$ cat config.mk
export PLATFORM = sky130hd
export DESIGN_NAME = tff_toggle_gen
export DESIGN_NICKNAME = d
export VERILOG_FILES = /design/src/rtl/tff_toggle_pkg.sv /design/src/rtl/sync_2ff.sv /design/src/rtl/tff_toggle_gen.sv
export SDC_FILE = /design/constraint.sdc
export NUM_CORES = 1
export LEC_CHECK = 0
export ABC_CLOCK_PERIOD_IN_PS = 2270
export BUFFER_PORTS_ARGS = -buffer_cell sky130_fd_sc_hd__buf_4
export CAP_MARGIN = 30
export CORE_UTILIZATION = 40
export DETAILED_ROUTE_END_ITERATION = 10
export PLACE_DENSITY = 0.55
export SETUP_SLACK_MARGIN = 0.2
export SLEW_MARGIN = 20
export SYNTH_ARGS = -nofsm -noshare
export SYNTH_HDL_FRONTEND = slang
export SYNTH_HIERARCHICAL = 1
export SYNTH_SLANG_ARGS = --single-unit
$ cat constraint.sdc
create_clock -name clk -period 2.27 [get_ports clk]
set_clock_uncertainty 0.05 [all_clocks]
set_input_delay 0.227 -clock clk [delete_from_list [all_inputs] [get_ports clk]]
set_output_delay 0.227 -clock clk [all_outputs]
set_load 0.03 [all_outputs]
$ cat src/rtl/tff_toggle_pkg.sv
// Shared types and default timing constants for the push-button toggle generator.
package tff_toggle_pkg;

    typedef enum logic [2:0] {
        IDLE        = 3'd0,
        DEB_PRESS   = 3'd1,
        PRESSED     = 3'd2,
        REPEAT      = 3'd3,
        DEB_RELEASE = 3'd4
    } tff_state_t;

    localparam int STABLE_CYCLES_DEF = 4;
    localparam int HOLD_CYCLES_DEF   = 8;
    localparam int REPEAT_CYCLES_DEF = 4;
    localparam int CNT_W_DEF         = 16;

endpackage

$ cat src/rtl/sync_2ff.sv
// Two-flop synchronizer for a single asynchronous level; resets to 0.
module sync_2ff (
    input  logic clk,
    input  logic reset,
    input  logic d,
    output logic q
);

    logic s1;

    always_ff @(posedge clk or negedge reset) begin
        if (!reset) begin
            s1 <= 1'b0;
            q  <= 1'b0;
        end else begin
            s1 <= d;
            q  <= s1;
        end
    end

endmodule

$ cat src/rtl/tff_toggle_gen.sv
// Debounces a raw push-button into single-cycle toggle pulses with optional
// hold-to-repeat, and keeps a wrapping count of the pulses emitted.
//
// state       | meaning
// ------------+-----------------------------------------------------------
// IDLE        | button released and stable
// DEB_PRESS   | button seen high, waiting for STABLE_CYCLES of high
// PRESSED     | press accepted, timing the hold before auto-repeat
// REPEAT      | auto-repeat active, pulse every REPEAT_CYCLES
// DEB_RELEASE | button seen low, waiting for STABLE_CYCLES of low
module tff_toggle_gen
    import tff_toggle_pkg::*;
#(
    parameter int STABLE_CYCLES = STABLE_CYCLES_DEF,
    parameter int HOLD_CYCLES   = HOLD_CYCLES_DEF,
    parameter int REPEAT_CYCLES = REPEAT_CYCLES_DEF,
    parameter int CNT_W         = CNT_W_DEF
) (
    input  logic       clk,
    input  logic       reset,
    input  logic       btn_in,
    input  logic       enable,
    output logic       t_pulse,
    output logic       btn_level,
    output logic [7:0] pulse_count,
    output logic       busy
);

    localparam logic [CNT_W-1:0] STABLE_LAST = CNT_W'(STABLE_CYCLES - 1);
    localparam logic [CNT_W-1:0] HOLD_LAST   = CNT_W'(HOLD_CYCLES - 1);
    localparam logic [CNT_W-1:0] REPEAT_LAST = CNT_W'(REPEAT_CYCLES - 1);
    localparam bit               HOLD_EN     = (HOLD_CYCLES != 0);

    logic             btn_sync;
    tff_state_t       state;
    logic [CNT_W-1:0] cnt;

    sync_2ff u_sync (
        .clk   (clk),
        .reset (reset),
        .d     (btn_in),
        .q     (btn_sync)
    );

    // cnt free-runs and is cleared on every transition; each branch that
    // changes state overrides the default increment.
    always_ff @(posedge clk or negedge reset) begin
        if (!reset) begin
            state       <= IDLE;
            cnt         <= '0;
            t_pulse     <= 1'b0;
            btn_level   <= 1'b0;
            pulse_count <= 8'd0;
            busy        <= 1'b0;
        end else begin
            t_pulse <= 1'b0;
            cnt     <= cnt + CNT_W'(1);
            case (state)
                IDLE: begin
                    if (btn_sync) begin
                        state <= DEB_PRESS;
                        cnt   <= '0;
                        busy  <= 1'b1;
                    end
                end
                DEB_PRESS: begin
                    if (!btn_sync) begin
                        state <= IDLE;
                        cnt   <= '0;
                        busy  <= 1'b0;
                    end else if (cnt == STABLE_LAST) begin
                        state     <= PRESSED;
                        cnt       <= '0;
                        btn_level <= 1'b1;
                        t_pulse   <= enable;
                        if (enable) pulse_count <= pulse_count + 8'd1;
                    end
                end
                PRESSED: begin
                    if (!btn_sync) begin
                        state <= DEB_RELEASE;
                        cnt   <= '0;
                    end else if (HOLD_EN && (cnt == HOLD_LAST)) begin
                        state   <= REPEAT;
                        cnt     <= '0;
                        t_pulse <= enable;
                        if (enable) pulse_count <= pulse_count + 8'd1;
                    end
                end
                REPEAT: begin
                    if (!btn_sync) begin
                        state <= DEB_RELEASE;
                        cnt   <= '0;
                    end else if (cnt == REPEAT_LAST) begin
                        cnt     <= '0;
                        t_pulse <= enable;
                        if (enable) pulse_count <= pulse_count + 8'd1;
                    end
                end
                DEB_RELEASE: begin
                    if (btn_sync) begin
                        // Bounce back to pressed: hold timing starts over.
                        state <= PRESSED;
                        cnt   <= '0;
                    end else if (cnt == STABLE_LAST) begin
                        state     <= IDLE;
                        cnt       <= '0;
                        btn_level <= 1'b0;
                        busy      <= 1'b0;
                    end
                end
                default: begin
                    state <= IDLE;
                    cnt   <= '0;
                    busy  <= 1'b0;
                end
            endcase
        end
    end

endmodule

Word level (Yosys, flattened, before mapping) --
Cells that the tools add are included.
Cells by class: reduce and logical (&&, ||, !) cells 9, add/subtract/negate cells 2, equal/unequal tests 20, multiplexer cells 35, bitwise logic cells 1
Operators by type and width (number):
- two-way mux 16 bit | 6
- one-hot mux 16 bit (4 select lines) | 1
- two-way mux 8 bit | 5
- two-way mux 3 bit | 8
- AND reduction 5 bit | 4
- adder 16 x 1 -> 16 bit, second input constant | 1
- == test 16 x 2 -> 1 bit, second input constant | 1
- == test 16 x 3 -> 1 bit, second input constant | 1
- one-hot mux 8 bit (2 select lines) | 1
- one-hot mux 3 bit (5 select lines) | 1
- != test 2 bit, second input constant | 6
- two-way mux 1 bit | 10
- != test 2 x 1 -> 1 bit, second input constant | 5
- adder 8 x 1 -> 8 bit, second input constant | 1
- == test 3 x 2 -> 1 bit, second input constant | 2
- != test 3 bit, second input constant | 2
- one-hot mux 1 bit (2 select lines) | 2
- one-hot mux 1 bit (4 select lines) | 1
- nonzero test 2 bit | 2
- OR reduction 2 bit | 2
- == test 3 x 1 -> 1 bit, second input constant | 1
- == test 3 bit, second input constant | 1
- zero test 3 bit | 1
- != test 3 x 2 -> 1 bit, second input constant | 1
- NOT 1 bit | 1
Storage, ports and cells: output and inout bits 11, register bits after elaboration 32, logic and storage cells 75

Longest topological paths before layout --
Gate-level depths: netlist (run 1).
depth in word-level cells 5, depth in mapped cells 8, mapped depth without buffers 6

By module --
The synthesis (run 1) kept the hierarchy.
By module, submodules not included:
- tff_toggle_gen | area each 1625.3 µm², cells an instance 155, instances 1, sequential area each 750.7 µm²
- sync_2ff | area each 50.0 µm², cells an instance 2, instances 1, sequential area each 50.0 µm²

Least setup slack after synthesis (run 1) --
Ideal clock, no wire load.
path type register to register, from reg cnt[0], to reg cnt[12], data arrival time 1.782 ns, period minus slack after synthesis 1.951 ns, setup time 0.119 ns, path slack 0.319 ns, required time 2.101 ns, stages on the path, launching flop included 9, cell sequence dfrtp_1 ha_1 buf_4 nor3b_1 nand4_4 a22oi_2 mux2_4 buf_12 nor2_2
Between the ends: longest elaborated chain between the ends 4, elaborated cells on any way between the ends 10
Ends and longest elaborated chain:
- start: declaration | line tff_toggle_gen.sv:36 | logic [CNT_W-1:0] cnt;
- start signal: assignment | line tff_toggle_gen.sv:57 | cnt <= cnt + CNT_W'(1);
- adder 16 x 1 -> 16 bit, or another cell as far along | line tff_toggle_gen.sv:57
- two-way mux 16 bit, on equally long branches
- two-way mux 16 bit, on equally long branches | line tff_toggle_gen.sv:101, tff_toggle_gen.sv:67, tff_toggle_gen.sv:80
- one-hot mux 16 bit (4 select lines) (*) | line tff_toggle_gen.sv:58 | case (state)
Mark *: on every way between the ends. The rest lies on a longest branch, timed or not. A chain may end at the register's enable or synchronous reset.

Worst setup path in the final report (run 1) --
from reg cnt[0], to reg cnt[5]
Same word-level chain as after synthesis.

==> results of run 1 <==
==> flip-flops by register name, summed over array words and instances, names as in the netlist <==
signal / count
btn_level: 1
busy: 1
cnt: 16
pulse_count: 8
state: 3
t_pulse: 1
u_sync/q: 1
u_sync/s1: 1
==> power groups by stage <==
stage	registers, mW	clock network, mW	logic (mW)
floorplan	0.741	0	0.264
global placement	0.713	0	0.362
detailed placement	0.718	0	0.362
CTS	0.708	0.466	0.369
global route	0.719	0.489	0.435
finish	0.707	0.449	0.392
==> worst reg2reg max path, cell delays in order, from the launching register on <==
cell and delay [ps]:
dfrtp_1 430, ha_2 260, nor3b_2 240, nand4_4 200
a22oi_2 300, mux2_4 300, nor2_2 60
==> kinds of logic after synthesis <==
| logic type | count (synthesis) | share of synthesized area, % |
|---|---|---|
| and+or+nand+nor | 73 | 27.71 |
| DFF | 32 | 47.80 |
| buffers and inverters | 13 | 4.705 |
| muxes | 2 | 1.568 |
| adders and majority gates | 2 | 1.493 |
| AOI/OAI and AO/OA | 14 | 5.750 |
| xor gates and xnor gates | 21 | 10.98 |
==> worst paths after layout <==
check                                      end  cells past startpoint       from  slack (ps)
max in group asynchronous       pulse_count[2]                      2      reset        1510
worst min register to register        u_sync/q                      0  u_sync/s1         300
worst max-delay path                    cnt[5]                      6     cnt[0]         330
worst max register to register          cnt[5]                      6     cnt[0]         330
min in group asynchronous                 busy                      2      reset         350
worst min-delay path                  u_sync/q                      0  u_sync/s1         300
==> metrics by stage <==
stage	worst slack [ps]	instances	util, %	cell area, sq um
floorplan	318.8	157	-	1675
global placement	238.2	217	45.04	1802
detailed placement	165.1	217	45.04	1802
CTS	259.2	227	47.92	1917
global route	200.5	228	48.36	1934
finish	326.7	228	48.36	1934
==> area by class of cell <==
type	instances	area share, %
multi-input cells	113	42.30
flip-flops and latches	32	41.40
repair buffers	17	6.856
clock buffers	8	4.657
well taps	50	3.234
inverters	8	1.552
==> layer usage <==
metal / GRT usage, % / vias to the layer above / routed length [um]
met1: 21.48 / 580 / 1600
met5: 0 / - / 0
met2: 22.73 / 16 / 1448
met3: 4.623 / 8 / 97
met4: 10.64 / 0 / 78
li1: - / 581 / -
==> cells in the final DEF (no fill, tap or decap), types with 2 or more instances in the layout <==
cell	n
nor3_1	3
a21oi_1	4
and3b_1	2
o21ai_0	4
nand2_1	6
dlygate4sd3_1	2
nor2_1	15
dfrtp_1	32
nor4_4	3
and3_1	5
clkbuf_1	2
inv_1	8
nand4_1	10
mux2_4	2
nand2b_1	2
buf_4	15
xnor2_1	13
nor2_2	10
nor2b_1	2
clkbuf_8	6
xor2_1	8
nand3_1	7
nand3b_1	2
==> what timing repair did <==
action / CTS / global route
cloned: 0 / 1
pin swaps: 0 / 0
hold endpoints to repair: 33 / 0
gates resized for setup: 1 / 3
setup endpoints to repair: 16 / 16
hold buffers: 2 / 0
==> impl_results.md, run 1 <==
- WP data arrival: 2070 ps
- RSZ-0062 raised after global routing: false
- CTS tree: done
- IR drop worst, VDD: 0.0003762 V
- Initial Util: about two fifths
- Share of cells above drive strength 1: about 24%
- DRT iter0 DRCs: 97
- Fmax: 514.6 MHz
- Family with the most delay on the worst path: simple AND/OR/NAND/NOR gates
- Post-synth top cells: dfrtp_1 (32), nor2_1 (15), xnor2_1 (13), nand4_1 (10), nor2_2 (10)
- Netlist cell types: 36
- H-tree depth: 2
- Syn Nets: 163
- CP endpoint kind: flip-flop
- Measured slew at the worst slew-check pin: 407.1 ps
- Register Area: 800.8 sq um
- Layout Nets: 183
- Vias per cell: just over 5
- Clock Latency Late Sink: slightly below 300 ps
- Pins over their slew limit: 0
- Vias in the first global route: 1085
- Die Area: 0.004451 sq mm
- WL per Instance: 14.14 um
- Worst setup SP type: flip-flop
- Slowest Stage Delay on Critical Path: 430 ps
- Worst Path Class, Setup: flip-flop to flip-flop
- Seq/Total Area, Yosys: 47.80%
- Ant diodes: 0
- Gpl congestion: 0.8547
- Crit path cell chain: ha_2 -> nor3b_2 -> nand4_4 -> a22oi_2 -> mux2_4 -> nor2_2
- Drt pass-1 iters: 4
- Max-Slew Margin vs Limit: 72.86%
- Clk network pwr share: 29.0%
- Sw frac: 33.37%
- Synth top area share: a little under half
- Post-Syn Instances: 157
- CTS root buf: clkbuf_8
- Power Density: between 800 and 900 mW/mm^2
- Static leakage: about 0.84 nW
- Vias: 1185
- CP bufs+invs: 0
- Synth area leader: dfrtp_1
- TritonCTS buffer count: 5
- Std cell rows: 23
- Final setup vio count: 0
- Hold_ws: 303.1 ps
- Worst hold path class: flip-flop to flip-flop
- Final Hold Vio Count: 0
- Post-synthesis async set-or-reset flop share: 100.0%
- Ys Warns: 6
- Total GRT Usage: approximately 16%
- Die X: 66.72 um
- Io pins: 15
- Sw power: 516.6 uW
- Setup_tns: 0 ps
- Combinational Power Share: 25.3%
- Routed WL: 3225 um
- Top-count cell post-synth: dfrtp_1
- # clock sinks: 32
- Predominant post-synthesis flop cell: dfrtp_1
- Synth Area per Inst: 10.67 sq um
- Reg clk slew, reported paths: 60 ps
- Setup bufs post-CTS: 0
- HPWL after DPL: between 2000 and 2500 um
- Largest cells by area after synthesis: dfrtp_1 (48%), xnor2_1 (6.8%), xor2_1 (4.2%)
- Final Cycle Share: 85.61%
- Synth Cell Area: around 0.0017 sq mm
- Multi-input logic area: 818.3 sq um
- Area of the core: 0.004000 sq mm
- PortBufs: 14
- CTS max path bufs: 2
- Pin count of the biggest net entering global routing: 33
- Number of synthesized flops with an enable pin: 0
- Die H: 66.72 um
- # Max-Cap Violations: 0
- Initial antenna violation count: 0
- Power, Total: around 1.5 mW
- Reg power frac: 45.7%
- Detail Route Antenna Nets: 0
- First-pass GRT wire length: ~5100 um
- CP max stage cell: dfrtp_1
- Fill count: between 300 and 400
- Overflow after GRT: 0
- Final critical-path required period: 1943 ps
- Post-route DRC: 0
- Yosys reg bits: 32
- Status: finished, final reports clean
- CP max FO: 8
- Internal power: 1.031 mW
- Worst Path Required: ~2400 ps
- Layout area overhead: 15.46%
Note: power is estimated with default switching activity, not from simulation.
==> inputs of run 2 (changes only) <==
--- a/config.mk
+++ b/config.mk
@@ -5,9 +5,11 @@
 export SDC_FILE = /design/constraint.sdc
 export NUM_CORES = 1
 export LEC_CHECK = 0
-export ABC_CLOCK_PERIOD_IN_PS = 2270
+export ABC_AREA = 0
+export ABC_CLOCK_PERIOD_IN_PS = 2380
 export BUFFER_PORTS_ARGS = -buffer_cell sky130_fd_sc_hd__buf_4
 export CAP_MARGIN = 30
+export CORE_ASPECT_RATIO = 0.6
 export CORE_UTILIZATION = 40
 export DETAILED_ROUTE_END_ITERATION = 10
 export PLACE_DENSITY = 0.55
==> constraint.sdc (replaced) <==
create_clock -name clk -period 2.38 [get_ports clk]
set_clock_uncertainty 0.05 [all_clocks]
set_input_delay 0.238 -clock clk [delete_from_list [all_inputs] [get_ports clk]]
set_output_delay 0.238 -clock clk [all_outputs]
set_load 0.03 [all_outputs]
==> impl_results.md, run 2 (same netlist as run 1, synthesis figures left out) <==
- DRT iter0 DRCs: 46 (was 97)
- Share of cells above drive strength 1: 24.43% (was 24.16%)
- Hold_ws: 301.1 ps (was 303.1 ps)
- Die X: 85.55 um (was 66.72 um)
- Fmax: 490.4 MHz (was 514.6 MHz)
- Post-route DRC: 0 (unchanged)
- Overflow after GRT: 0 (unchanged)
- Setup bufs post-CTS: 0 (unchanged)
- Final setup vio count: 0 (unchanged)
- Vias per cell: 5.175 (was 5.197)
- Area of the core: 0.003829 sq mm (was 0.004000 sq mm)
- Clk network pwr share: 35.7% (was 29.0%)
- Drt pass-1 iters: 4 (unchanged)
- Initial antenna violation count: 0 (unchanged)
- Status: finished, final reports clean (unchanged)
- Reg clk slew, reported paths: 70 ps (was 60 ps)
- RSZ-0062 raised after global routing: true (was false)
- PortBufs: 14 (unchanged)
- Measured slew at the worst slew-check pin: 406.2 ps (was 407.1 ps)
- Final Cycle Share: 85.68% (was 85.61%)
- R2R depth: 6 (unchanged)
- Layout Nets: 181 (was 183)
- Internal power: 1.104 mW (was 1.031 mW)
- Total GRT Usage: 16.76% (was 16.21%)
- CTS tree: done (unchanged)
- Static leakage: 0.8472 nW (was 0.8416 nW)
- Setup_tns: 0 ps (unchanged)
- Layout area overhead: 16.06% (was 15.46%)
- Hold Startpoint: u_sync/s1 (unchanged)
- Vias in the first global route: 1081 (was 1085)
- HPWL after DPL: 2314 um (was 2140 um)
- Detail Route Antenna Nets: 0 (unchanged)
- Hold EP: u_sync/q (unchanged)
- First-pass GRT wire length: 5416 um (was 5119 um)
- Max FFs per register: 16 (unchanged)
- Reg2reg start: cnt[0] (unchanged)
- Io pins: 15 (unchanged)
- Pins over their slew limit: 0 (unchanged)
- Max-Slew Margin vs Limit: 72.92% (was 72.86%)
- Std cell rows: 17 (was 23)
- Worst Path Required: 2490 ps (was 2390 ps)
- Multi-input logic area: 803.3 sq um (was 818.3 sq um)
- Gpl congestion: 0.8429 (was 0.8547)
- Clock Latency Late Sink: 280 ps (was 290 ps)
- RR Endpoint: cnt[3] (was cnt[5])
- Pin count of the biggest net entering global routing: 33 (unchanged)
- Sw power: 490.9 uW (was 516.6 uW)
- # clock sinks: 32 (unchanged)
- Top reg by flops: cnt (unchanged)
- WL per Instance: 14.39 um (was 14.14 um)
- # Max-Cap Violations: 0 (unchanged)
- TritonCTS buffer count: 5 (unchanged)
- Vias: 1154 (was 1185)
- WP data arrival: 2150 ps (was 2070 ps)
- Reg power frac: 42.4% (was 45.7%)
- Routed WL: 3208 um (was 3225 um)
- Final Hold Vio Count: 0 (unchanged)
- Register Area: 800.8 sq um (unchanged)
- Worst hold path class: flip-flop to flip-flop (unchanged)
- CTS max path bufs: 2 (unchanged)
- Initial Util: 43.76% (was 41.88%)
- Worst reg-to-reg setup slack: 340 ps (was 330 ps)
- Ant diodes: 0 (unchanged)
- Sw frac: 30.78% (was 33.37%)
- Most frequent cells in the layout: dfrtp_1 (32), nor2_1 (15), buf_4 (14), xnor2_1 (13) (was dfrtp_1 (32), nor2_1 (15), buf_4 (15), xnor2_1 (13))
- CTS root buf: clkbuf_8 (unchanged)
- Power Density: 820.3 mW/mm^2 (was 800.2 mW/mm^2)
- Hold path depth: 0 (unchanged)
- Combinational Power Share: 21.9% (was 25.3%)
- IR drop worst, VDD: 0.0005346 V (was 0.0003762 V)
- Die H: 52.13 um (was 66.72 um)
- Die Area: 0.004460 sq mm (was 0.004451 sq mm)
- H-tree depth: 2 (unchanged)
- Worst setup SP type: flip-flop (unchanged)
- Commonest non-fill, non-tap cell in the layout: dfrtp_1 (unchanged)
- Fill count: 351 (was 361)
- CP endpoint kind: flip-flop (unchanged)
- Worst Path Class, Setup: flip-flop to flip-flop (unchanged)
- CP max FO: 16 (was 8)
- Top flop regs: cnt x16, pulse_count x8, state x3 (unchanged)
- Final critical-path required period: 2039 ps (was 1943 ps)
run 2: cell types whose count changed in the layout (fill, tap and decap cells not counted):
cell and change:
buf_4 -1, bufinv_16 +1, clkbuf_1 -2, clkbuf_8 +1
mux2_4 -1, o21ai_0 +1, o21ai_1 -1
run 2: layout make-up:
cell class / instances / area share, %
Multi-Input combinational cell: 112 / 41.31
Sequential cell: 32 / 41.18
Timing Repair Buffer: 16 / 6.435
Clock buffer: 7 / 4.955
Tap cell: 47 / 3.024
Clock inverter: 1 / 1.544
Inverter: 8 / 1.544
run 2: metal layers:
metal	track usage [%]	part of all wire, %	up-vias
li1	-	-	577
met1	24.62	57	559
met2	22.13	39	16
met3	6.190	3.5	2
met4	5.833	0.72	0
met5	0	0	-
run 2: worst max-delay path by stage:
stage	cells after the start	from	end
after CTS	6	cnt[0]	cnt[3]
after global placement	6	cnt[0]	cnt[4]
after floorplan	8	cnt[0]	cnt[12]
after detailed placement	6	cnt[0]	cnt[3]
after global routing	6	cnt[0]	cnt[3]
final	6	cnt[0]	cnt[3]
run 2: power by group through the flow:
stage	sequential [mW]	combinational (mW)	clock, mW
after detailed placement	0.684	0.347	0
after CTS	0.675	0.351	0.586
after global placement	0.681	0.340	0
final	0.676	0.350	0.569
after global routing	0.688	0.384	0.616
after floorplan	0.707	0.252	0
run 2: repair_timing:
| item | in CTS | in global routing |
|---|---|---|
| hold buffers | 1 | 1 |
| endpoints found under the setup margin | 7 | 16 |
| endpoints found under the hold margin | 32 | 1 |
| resized for setup | 1 | 1 |
run 2: stage by stage:
step | utilization (%) | total power [mW] | cells | setup WS [ps] | area, sq um
detailed placement | 46.76 | 1.031 | 213 | 185.3 | 1790
global route | 50.78 | 1.687 | 223 | 195.2 | 1944
finish | 50.78 | 1.595 | 223 | 340.7 | 1944
global placement | 46.76 | 1.021 | 213 | 270.5 | 1790
floorplan | - | 0.9588 | 157 | 428.8 | 1675
CTS | 50.46 | 1.611 | 222 | 268.5 | 1932
run 2: worst max-delay path: stages, from the launching register on:
cell	delay, ps
dfrtp_1	440
ha_2	290
nor3b_2	250
nand4_4	190
a22oi_2	250
mux2_4	340
nor2_1	90
